===== src/rtl/mem_arbiter.sv =====
// Shares one fixed-latency single-port RAM between instruction fetch and data access.
// Data wins arbitration unless a fetch has waited through STARVE_MAX data grants.
//   state | meaning
//   IDLE  | waiting for a request; grant and latch operands here
//   IACC  | instruction read in progress, wcount counts down RAM wait cycles
//   DACC  | data read or write in progress, wcount counts down RAM wait cycles
//   RESP  | one-cycle hit pulse to the owner, RAM strobes low
module mem_arbiter #(
    parameter int LAT        = 2,
    parameter int STARVE_MAX = 4
) (
    input  logic        CLK,
    input  logic        RST,
    input  logic        iREN,
    input  logic [31:0] iaddr,
    output logic [31:0] iload,
    output logic        ihit,
    input  logic        dREN,
    input  logic        dWEN,
    input  logic [31:0] daddr,
    input  logic [31:0] dstore,
    output logic [31:0] dload,
    output logic        dhit,
    output logic        ramREN,
    output logic        ramWEN,
    output logic [31:0] ramaddr,
    output logic [31:0] ramstore,
    input  logic [31:0] ramload,
    output logic        busy
);

    localparam logic [1:0] IDLE = 2'd0;
    localparam logic [1:0] IACC = 2'd1;
    localparam logic [1:0] DACC = 2'd2;
    localparam logic [1:0] RESP = 2'd3;

    localparam logic [3:0] LAT_W   = 4'(LAT);
    localparam logic [3:0] SMAX_W  = 4'(STARVE_MAX);

    logic [1:0]  state_q,  state_d;
    logic [3:0]  wcount_q, wcount_d;
    logic [3:0]  scount_q, scount_d;
    logic [31:0] addr_q,   addr_d;
    logic [31:0] store_q,  store_d;
    logic        op_wr_q,  op_wr_d;
    logic        owner_q,  owner_d;   // 1 = data requester owns the access
    logic [31:0] iload_q,  iload_d;
    logic [31:0] dload_q,  dload_d;

    logic dreq;
    logic starve;

    assign dreq   = dREN | dWEN;
    assign starve = iREN && (scount_q == SMAX_W);

    always_comb begin
        state_d  = state_q;
        wcount_d = wcount_q;
        scount_d = scount_q;
        addr_d   = addr_q;
        store_d  = store_q;
        op_wr_d  = op_wr_q;
        owner_d  = owner_q;
        iload_d  = iload_q;
        dload_d  = dload_q;
        case (state_q)
            IDLE: begin
                if (dreq && !starve) begin
                    state_d  = DACC;
                    addr_d   = daddr;
                    store_d  = dstore;
                    op_wr_d  = dWEN;
                    owner_d  = 1'b1;
                    wcount_d = LAT_W;
                    if (iREN) begin
                        scount_d = (scount_q == SMAX_W) ? scount_q : scount_q + 4'd1;
                    end else begin
                        scount_d = 4'd0;
                    end
                end else if (iREN) begin
                    state_d  = IACC;
                    addr_d   = iaddr;
                    store_d  = dstore;
                    op_wr_d  = 1'b0;
                    owner_d  = 1'b0;
                    wcount_d = LAT_W;
                    scount_d = 4'd0;
                end
            end
            IACC: begin
                if (wcount_q == 4'd0) begin
                    iload_d = ramload;
                    state_d = RESP;
                end else begin
                    wcount_d = wcount_q - 4'd1;
                end
            end
            DACC: begin
                if (wcount_q == 4'd0) begin
                    if (!op_wr_q) begin
                        dload_d = ramload;
                    end
                    state_d = RESP;
                end else begin
                    wcount_d = wcount_q - 4'd1;
                end
            end
            RESP:    state_d = IDLE;
            default: state_d = IDLE;
        endcase
    end

    always_ff @(posedge CLK) begin
        if (RST) begin
            state_q  <= IDLE;
            wcount_q <= 4'd0;
            scount_q <= 4'd0;
            addr_q   <= 32'd0;
            store_q  <= 32'd0;
            op_wr_q  <= 1'b0;
            owner_q  <= 1'b0;
            iload_q  <= 32'd0;
            dload_q  <= 32'd0;
        end else begin
            state_q  <= state_d;
            wcount_q <= wcount_d;
            scount_q <= scount_d;
            addr_q   <= addr_d;
            store_q  <= store_d;
            op_wr_q  <= op_wr_d;
            owner_q  <= owner_d;
            iload_q  <= iload_d;
            dload_q  <= dload_d;
        end
    end

    // Strobes and buses are pure state decodes so they stay stable for the whole access.
    assign ramREN   = (state_q == IACC) || ((state_q == DACC) && !op_wr_q);
    assign ramWEN   = (state_q == DACC) && op_wr_q;
    assign ramaddr  = ((state_q == IACC) || (state_q == DACC)) ? addr_q : 32'd0;
    assign ramstore = (state_q == DACC) ? store_q : 32'd0;
    assign ihit     = (state_q == RESP) && !owner_q;
    assign dhit     = (state_q == RESP) && owner_q;
    assign busy     = (state_q != IDLE);
    assign iload    = iload_q;
    assign dload    = dload_q;

endmodule

===== config.mk =====
export PLATFORM = sky130hd
export DESIGN_NAME = mem_arbiter
export DESIGN_NICKNAME = d
export VERILOG_FILES = /design/src/rtl/mem_arbiter.sv
export SDC_FILE = /design/constraint.sdc
export NUM_CORES = 1
export LEC_CHECK = 0
export BUFFER_PORTS_ARGS = -buffer_cell sky130_fd_sc_hd__buf_2
export CAP_MARGIN = 15
export CORE_UTILIZATION = 51
export CTS_CLUSTER_DIAMETER = 150
export CTS_CLUSTER_SIZE = 14
export DETAILED_ROUTE_END_ITERATION = 6
export GPL_TIMING_DRIVEN = 0
export PLACE_DENSITY_LB_ADDON = 0.15
export SYNTH_ARGS = -nofsm -noshare
export SYNTH_HDL_FRONTEND = slang
export SYNTH_SLANG_ARGS = --single-unit

===== constraint.sdc =====
create_clock -name CLK -period 4.9 [get_ports CLK]
set_clock_uncertainty 0.2 [all_clocks]
set_input_delay 0.735 -clock CLK [delete_from_list [all_inputs] [get_ports CLK]]
set_output_delay 0.735 -clock CLK [all_outputs]
set_load 0.005 [all_outputs]

* Yosys cells after proc, flatten, opt, wreduce, memory -nomap -nowiden
Cells that the tools add are included.
** Cells by class
- Add/sub/neg operators :: 2
- Eq/ne operators :: 8
- Mux-type cells :: 21
- Bitwise operators :: 2
- Reduce and logical (&&, ||, !) cells :: 23
** Operators by type and width (count)
- 2-to-1 mux 32 bit :: 6
- 2-to-1 mux 4 bit :: 7
- AND reduction 3 bit :: 3
- case mux 4 bit (2 select lines) :: 1
- logical AND 1 bit :: 6
- 2-to-1 mux 2 bit :: 3
- != test 3 bit, second input constant :: 2
- case mux 2 bit (3 select lines) :: 1
- AND reduction 2 bit :: 3
- nonzero test 2 bit :: 3
- adder 4 x 1 -> 4 bit, second input constant :: 1
- equality test 2 bit, second input constant :: 2
- equality test 4 x 3 -> 1 bit, second input constant :: 1
- zero test 4 bit :: 1
- subtractor 4 x 1 -> 4 bit, second input constant :: 1
- zero test 1 bit :: 3
- 2-to-1 mux 1 bit :: 3
- equality test 2 x 1 -> 1 bit, second input constant :: 1
- zero test 2 bit :: 1
- logical OR 1 bit :: 2
- != test 2 x 1 -> 1 bit, second input constant :: 1
- != test 2 bit, second input constant :: 1
- OR reduction 2 bit :: 1
- NOT 1 bit :: 1
- bitwise OR 1 bit :: 1
** Word-level totals
- Register bits :: 140
- Output and inout port bits :: 133
- Logic and storage cells :: 65

* Depth between registers and ports, before layout
- Word-level depth :: 6
- Mapped depth :: 9
- Depth with buffers taken out :: 5

* Least setup slack after synthesis
OpenSTA, ideal clock, no wires.
- Kind :: flip-flop to output port
- From :: reg state_q[1]
- To :: out ramaddr[10]
- Arrival :: 1.457 ns
- Data required time :: 3.965 ns
- Setup slack :: 2.508 ns
- Stages on the path, launching flop included :: 6
- Buffers on the path :: 2
- Path through :: dfxtp_1 -> inv_1 -> ha_1 -> clkbuf_1 -> clkbuf_1 -> and2_1
** Between the ends
- Word-level cells in the longest chain between the ends :: 3
** RTL lines
- start: declaration :: line 40 : logic [1:0] state_q, state_d;
- start signal: assignment :: line 125 : state_q <= state_d;
- equality test 2 x 1 -> 1 bit / equality test 2 bit (equally long branches) :: line 140 : assign ramaddr = ((state_q == IACC) || (state_q == DACC)) ? addr_q : 32'd0;
- logical OR 1 bit * :: line 140
- 2-to-1 mux 32 bit * :: line 140
- end: declaration :: line 26 : output logic [31:0] ramaddr,
Mark *: on every way between the ends. The rest lies on a longest branch, timed or not.

* Worst setup path after layout
- From :: reg state_q[1]
- To :: out ramaddr[7]
The elaborated chain is that of the path after synthesis.

==> impl_results.md <==
- DRT iter0 DRCs: 464
- VDD IR-drop max: 0.000311 V
- Synthesis-stage register bit count: 140
- Vias in the first global route: between 6,000 and 7,000
- Initial Utilization: 53.0%
- Chip Height: roughly 110 um
- Post-synth EDFFs: 0
- P_int: 3070 uW
- TritonCTS buffer count: 17
- Antenna diodes: 0
- Largest net degree at the start of global routing: 17
- Growth of design area from synthesis to finish: 34.9%
- Clock power frac: 29.0%
- TritonCTS clock tree: yes
- DRC: 18
- Sw Share: a little over a third
- DP Area: 0.00763 mm^2
- Worst Path Required: 3.96 ns
- Slew Limit Fails: 0
- Violated checks: design-rule violations
- I/O pins: 266
- Reg area: 0.00280 mm^2
- Avg Cell Area, Syn: 7.90 um^2
- Synth Cell Area: between 0.006 and 0.007 mm^2
- Count of unique library cells instantiated by Yosys: 42
- GRT Total Usage: 29.6%
- Sequential-to-total area share from yosys stat: 45.7%
- Maximum Capacitance Violations: 0
- CP startpoint: state_q[1]
- Leak: 0.00380 uW
- Critical Path AT: 2.45 ns
- Clock sinks: 140
- RSZ-0062 raised after global routing: false
- Non-filler cells, final: 1,214
- Status: finished, violations left
- Post-synth top area share: between 40% and 50%
- Core footprint: 0.0116 mm^2
- Post-CTS Repair Setup Buffers: 0
- Critical Path End Type: primary output
- Layout cells sized above 1: 29.0%
- GRT overflow: 0
- Full die area: 0.0125 mm^2
- R2R setup slack: between 2 and 3 ns
- Cell with the most instances after synthesis: dfxtp_1
- Top_reg_cell synth: dfxtp_1
- Placed insts: 1,183
- FFs w/ async S/R, synth: 0%
- PwrDens: 585 mW/mm^2
- Post-synth top cells: dfxtp_1 (140), nand2_1 (132), a21oi_1 (99)
- Drt first pass iters: 7
- Drt total wl: 18,000 um
- Reg-to-Reg End: wcount_q[0]
- Hold buffer count at cts: 0
- Least-Margin Pin Slew: about 0.90 ns
- Number of buffers added on ports: 264
- Worst-skew pair later-pin latency: 0.42 ns
- Setup TNS: 0 ns
- Syn. warnings: 0
- Setup crit end: ramaddr[7]
- DP HPWL: 13,000 um
- Worst slack at placement: 2.03 ns
- Logic gate share of total power: between 30% and 40%
- # resized after CTS: 0
- Cells after Synth: 776
- Worst Setup Start Kind: register
- Sequential share of power: 32.1%
- Final hold vios: 0
- Critical path class: reg -> out
- Setup WS post-layout: around 1.5 ns
- CTS root buffer: clkbuf_16
- Sw power: 1770 uW
- Placer Congestion: 0.829
- FF-to-FF path depth: 6
- CP Max Fanout: 10
- Final setup fails: 0
- Synth top area cells: dfxtp_1 (46%), a21oi_1 (8.1%), nand2_1 (8.1%), and2_1 (6.7%), nand3_1 (5.4%)
- Fin crit period: 3.38 ns
- Final period utilization: 69.0%
- Post-route cell area: 0.00828 mm^2
- Via density per instance: 5.41
- Rows: 39
- Clock buffer depth: 2
- Max Clock Freq: a little under 0.3 GHz
- Synth area leader: dfxtp_1
- First-pass GRT wire length: 29,600 um
- Clock transition at the registers of the reported paths: 0.06 ns
- Width of the die: 112 um
- Hold_ws: 0.247 ns
- Initial antenna violation count: 0
- Fill cells: 991
- Min-delay worst type: reg -> reg
- Final #Nets: 1,202
- Vias: 6,568
- Slew Limit Headroom: 39.4%
- Routed wire length per instance: 14.8 um
- Worst r2r src: state_q[0]
- Synthesized Nets: just over 900
- H-tree Lvls: 4
- Remaining antenna violation count after routing: 0
- Multi-input logic area: between 0.002 and 0.003 mm^2
metrics by stage:
stage               power, uW  util, %
CTS                      4840     71.6
global route             5170     71.6
global placement         3400     66.0
detailed placement       3430     66.0
finish                   4840     71.6
floorplan                2770        -
power by group through the flow:
| stage | combinational [uW] | sequential, uW | clock [uW] |
|---|---|---|---|
| after detailed placement | 1850 | 1570 | 0 |
| final | 1880 | 1550 | 1400 |
| after floorplan | 1220 | 1560 | 0 |
| after global routing | 2110 | 1590 | 1470 |
| after global placement | 1840 | 1570 | 0 |
| after CTS | 1870 | 1550 | 1410 |
layout by cell type, fill, tap and decap left out, drive strengths merged, types with 2 or more instances in the layout:
cell	Yosys	final
buf	14	278
dfxtp	140	140
nand2	132	132
a21oi	99	99
clkbuf	60	84
and2	66	66
nand3	66	66
o21ai	65	65
nor2	38	38
a311oi	32	32
ha	10	10
inv	9	9
bufinv	0	5
a31oi	4	4
nor2b	3	3
nand2b	3	3
nand3b	3	3
a32oi	3	3
nand4b	3	3
a211o	3	3
nor3	2	2
a32o	2	2
clkinv	0	2
and3	2	2
routing by layer:
| layer | vias up | GRT usage, % | share of wire [%] | wire [um] |
|---|---|---|---|---|
| li1 | 3249 | - | - | - |
| met1 | 3025 | 36.9 | 42 | 7640 |
| met2 | 254 | 47.5 | 48 | 8550 |
| met3 | 40 | 8.27 | 7.3 | 1310 |
| met4 | 0 | 13.4 | 2.7 | 488 |
| met5 | - | 0 | 0 | 0 |
final cells by class:
cell class	instances	area share, %
Sequential cell	140	33.9
Tap cell	143	2.16
Timing Repair Buffer	264	16.0
Buffer	74	3.78
Inverter	9	0.408
Clock buffer	24	5.82
Multi-Input combinational cell	553	36.1
Clock inverter	7	1.94
worst max-delay path, cell delays in order, from the launching register on:
cell and delay (ns):
dfxtp_1 0.43, inv_1 0.11, ha_1 0.42, clkbuf_1 0.38
clkbuf_1 0.36, and2_1 0.20, buf_2 0.12
registers in the layout, summed over array words and instances (netlist names):
name and flops:
addr_q 32, dload 32, iload 32, op_wr_q 1, owner_q 1, scount_q 4, state_q 2, store_q 32
wcount_q 4
kinds of logic after synthesis:
logic type               after synthesis  share of synthesized area, %
AO/OA/AOI/OAI                        214                          20.5
adder cells (fa/ha/maj)               10                          2.04
buffers and inverters                 83                          5.65
flip-flops                           140                          45.7
multiplexers                           1                         0.163
AND/OR/NAND/NOR                      328                          25.9
worst min-delay path by stage:
stage	start	cells past startpoint	end	slack [ns]
4_1_cts	store_q[19]	2	store_q[19]	0.25
5_1_grt	iload[16]	2	iload[16]	0.26
3_5_place_dp	store_q[19]	2	store_q[19]	0.24
3_3_place_gp	store_q[3]	2	store_q[3]	0.24
2_1_floorplan	store_q[0]	2	store_q[0]	0.23
6_report	store_q[17]	2	store_q[17]	0.25
Power figures use the tool's default switching activity.
